===== src/rtl/fuel_pump_guard.sv =====
// Fuel pump interlock: secret code entered under brake enables the pump,
// repeated failures trigger a timed lockout with alarm, stalls get a restart grace window.
module fuel_pump_guard #(
    parameter int unsigned       CODE_W       = 4,
    parameter logic [CODE_W-1:0] SECRET       = 4'b1011,
    parameter int unsigned       MAX_TRIES    = 3,
    parameter int unsigned       LOCK_CYCLES  = 20,
    parameter int unsigned       GRACE_CYCLES = 8
) (
    input  logic                             clock,
    input  logic                             reset,
    input  logic                             ignition,
    input  logic                             brake,
    input  logic [CODE_W-1:0]                hidden_sw,
    input  logic                             code_enter,
    output logic                             fuel_pump,
    output logic                             alarm,
    output logic [$clog2(MAX_TRIES+1)-1:0]   fail_count,
    output logic [2:0]                       state_o
);

    localparam int unsigned TMR_MAX = (LOCK_CYCLES > GRACE_CYCLES) ? LOCK_CYCLES : GRACE_CYCLES;
    localparam int unsigned TW      = $clog2(TMR_MAX + 1);
    localparam int unsigned FW      = $clog2(MAX_TRIES + 1);

    typedef enum logic [2:0] {
        IDLE    = 3'd0,
        IGN_ON  = 3'd1,
        FUEL_ON = 3'd2,
        GRACE   = 3'd3,
        LOCKED  = 3'd4
    } state_t;

    state_t          state_q, state_d;
    logic [TW-1:0]   timer_q, timer_d;
    logic [FW-1:0]   fail_q,  fail_d;

    always_ff @(posedge clock or posedge reset) begin
        if (reset) begin
            state_q <= IDLE;
            timer_q <= '0;
            fail_q  <= '0;
        end else begin
            state_q <= state_d;
            timer_q <= timer_d;
            fail_q  <= fail_d;
        end
    end

    always_comb begin
        state_d = state_q;
        timer_d = timer_q;
        fail_d  = fail_q;
        case (state_q)
            // fail count deliberately survives key-off so attempts accumulate across key cycles
            IDLE: begin
                if (ignition)
                    state_d = IGN_ON;
            end
            IGN_ON: begin
                if (!ignition) begin
                    state_d = IDLE;
                end else if (code_enter && brake) begin
                    if (hidden_sw == SECRET) begin
                        state_d = FUEL_ON;
                        fail_d  = '0;
                    end else begin
                        fail_d = fail_q + FW'(1);
                        if (fail_q == FW'(MAX_TRIES - 1)) begin
                            state_d = LOCKED;
                            timer_d = TW'(LOCK_CYCLES - 1);
                        end
                    end
                end
            end
            FUEL_ON: begin
                if (!ignition) begin
                    if (GRACE_CYCLES > 0) begin
                        state_d = GRACE;
                        timer_d = TW'(GRACE_CYCLES - 1);
                    end else begin
                        state_d = IDLE;
                    end
                end
            end
            GRACE: begin
                if (ignition)
                    state_d = FUEL_ON;
                else if (timer_q == '0)
                    state_d = IDLE;
                else
                    timer_d = timer_q - TW'(1);
            end
            LOCKED: begin
                if (timer_q == '0) begin
                    state_d = IDLE;
                    fail_d  = '0;
                end else begin
                    timer_d = timer_q - TW'(1);
                end
            end
            default: state_d = IDLE;
        endcase
    end

    always_comb begin
        fuel_pump = (state_q == FUEL_ON) || (state_q == GRACE);
        alarm     = (state_q == LOCKED);
    end

    assign state_o    = state_q;
    assign fail_count = fail_q;

endmodule

===== config.mk =====
export PLATFORM = sky130hd
export DESIGN_NAME = fuel_pump_guard
export DESIGN_NICKNAME = d
export VERILOG_FILES = /design/src/rtl/fuel_pump_guard.sv
export SDC_FILE = /design/constraint.sdc
export NUM_CORES = 1
export LEC_CHECK = 0
export ABC_AREA = 1
export CORE_MARGIN = 1.5
export CORE_UTILIZATION = 51
export DETAILED_ROUTE_END_ITERATION = 8
export PLACE_DENSITY = 0.9
export SYNTH_ARGS = -nofsm -noshare
export SYNTH_HDL_FRONTEND = slang
export SYNTH_SLANG_ARGS = --single-unit

===== constraint.sdc =====
create_clock -name clock -period 1.5 [get_ports clock]
set_input_delay 0.15 -clock clock [delete_from_list [all_inputs] [get_ports clock]]
set_output_delay 0.15 -clock clock [all_outputs]
set_load 0.01 [all_outputs]

==> results.cfg <==
[clock_network]
clk_path_buf_depth = 2
hold_buffers = 0
cts.sinks = 10
cts_buffers = 3
cts_root_buffer = clkbuf_4
clk_latency_ps = 270
htree_levels = 1
tritoncts = done
cts.clk_slew.worst_paths_ps = 80

[global_routing]
top_usage_layer = met2
antenna_found_initial = 0
grt_pass1_wl_mm = 3.71
grtUsageMet2 = 0.452
use_met1 = 0.318
grtUsageTotal = 0.261
grt_pass1_vias = 855
grt_util_met3 = 0.0408
grt_overflow = 0
grt_max_degree = 11

[yosys]
muxShareOfSynthArea = 0
synth_ff_type = dfrtp_1
synthCells = 137
synth-simple-area-share = 0.526
synth_cell_types = 18
synth_compound_area_frac = 0.0484
synth_top_area_frac = 0.284
synth_top_family_by_area = simple AND/OR/NAND/NOR gates
synthAdderAreaFrac = 0.0427
synth.area.top_cells = dfrtp_1, nand2_1, inv_1, nor2_1, nand3_1
syn-mean-instance-area_um2 = 6.42
synthXorXnorAreaFrac = 0
synth_warnings = 0
synth_largest_area_cell = dfrtp_1
yosys-top-cells-count = nand2_1, inv_1, nor2_1
async_reset_ff_frac = 1.00
yosysMostFrequentCell = nand2_1
syn_area_um2 = 880
syn_nets = 149
synth-edff-count = 0
ys_seq_elements = 10
yosysSeqAreaShare = 0.284

[pwr]
p_leak_nw = 0.714
p_clk_frac = 0.095
p_sw_w = 0.00137
seqPwrFrac = 0.185
p_sw_frac = 0.503
power_w = 0.00273
p_int_w = 0.00136
power_frac_comb = 0.720
power.density_nw_per_um2 = 2150
ir_drop_mv = 1.46

[floorplan]
rows = 14
coreArea_um2 = 1560
die_w_um = 44.5
dieArea_um2 = 1980
start_util = 0.564
io_pins = 16
die_y_um = 44.5

[drt]
vias_per_cell = 5.27
ant_nets = 0
wl_mm = 2.43
dr.pass1.iters = 4
via_count = 986
drt_iter0_drc = 33
drc_errors = 0
wire_per_inst_um = 13.0

[place]
gp_congestion = 0.938
place_area_um2 = 1130
dp.final_hpwl_mm = 1.61
portBuffers = 15
dp_cells = 179

[sta]
finalSetupViolations = 5
fin_crit_sh = 1.02
skew_ps = 3.86
slew_viol_final = 0
relSlewSlack = 0.709
worst_slew_pin_slew_ps = 436
fmax_mhz = 651
report.final.hold_viol_count = 0
rsz0062_at_grt = yes
fin_crit_ps = 1540
setup_ws_ps = -36.0

[setup_path]
cp_max_fo = 7
required_ps = 1710
critPathKind = flop to flop
worstSetupEndpointType = flop
crit_arrival_ps = 1750
critPathLaunchType = flop

[run_status]
violations = setup timing
status = complete, but fails checks

[final_layout]
num_antenna_cells = 0
seqCellArea_um2 = 251
area_growth_pct = 44.4
multi_input_area_um2 = 598
nFillCells = 99
nNetsFinal = 184
fin_cells = 187
final_design_area_no_fill_um2 = 1270
post-route-util = 0.815
drive_gt1_frac = 0.316

[worst_hold_path]
hp-class = input port to async pin

[flow_run]
drv_cap = 0
## placed cells by master, fill, tap and decap left out, types with 9 or more instances in the layout
master	n
dfrtp_1	9
buf_4	11
nand2_1	41
inv_1	17
clkdlybuf4s50_1	10
nand2_2	12
nor2_1	14
nand3_1	11
## per-layer routing
layer,vias to the layer above,part of all wire
met5,-,0
met4,0,0.026
met3,8,0.070
met2,46,0.51
met1,447,0.39
li1,485,-
## layout make-up
cell class	instances	share of cell area
Timing Repair Buffer	30	0.217
Sequential cell	10	0.198
Clock buffer	4	0.0286
Multi-Input combinational cell	104	0.471
Inverter	23	0.0700
Tap cell	16	0.0158
## final timing paths
| check | cells past startpoint | end | startpoint | slack [ps] |
|---|---|---|---|---|
| max in group asynchronous | 2 | state_o[2] | reset | 1010 |
| min reg2reg | 2 | timer_q[1] | timer_q[1] | 510 |
| min in group clock | 2 | timer_q[1] | timer_q[1] | 510 |
| min | 2 | fail_count[0] | reset | 170 |
| max reg2reg | 9 | state_o[0] | state_o[0] | -40 |
| max | 9 | state_o[0] | state_o[0] | -40 |
## power by group through the flow
| stage | clock (W) | combinational, W | sequential (W) |
|---|---|---|---|
| 3_3_place_gp | 0 | 0.00159 | 0.000500 |
| 4_1_cts | 0.000265 | 0.00172 | 0.000496 |
| 6_report | 0.000260 | 0.00197 | 0.000507 |
| 2_1_floorplan | 0 | 0.00109 | 0.000539 |
| 3_5_place_dp | 0 | 0.00163 | 0.000509 |
| 5_1_grt | 0.000276 | 0.00216 | 0.000520 |
## state kept, by name, indices dropped and copies added, names as in the netlist
signal      cells
fail_count      2
timer_q         5
state_o         3
## logic make-up (layout without fill, tap and decap cells)
group	after synthesis	count (layout)
flip-flops	10	10
adder cells (fa/ha/maj)	3	3
AND/OR/NAND/NOR	93	93
buffers and inverters	23	57
AO/OA/AOI/OAI	8	8
## worst max-delay path, cell delays in order, from the launching register on
cell     delay (ps)
dfrtp_1         410
buf_6           160
inv_4            40
nor3_4          320
nand2_2         150
nor2_4          130
inv_2            40
nand2_2          90
nand2_1          70
nand2_1          60
## per-stage QoR
step | TNS [ps] | setup WS, ps | hold slack (ps)
floorplan | 0 | 130 | -9.82
global placement | 0 | 84.3 | 457
detailed placement | 0 | 35.4 | 472
CTS | 0 | 2.91 | 169
global route | -646 | -105 | 178
finish | -67.1 | -36.0 | 167
## timing repair
item,in CTS,in global routing
endpoints found under the setup margin,4,12
pin swaps,2,16
resized for setup,8,25
buffers inserted,3,1
gates cloned,0,0
(Power assumes the default switching activity.)
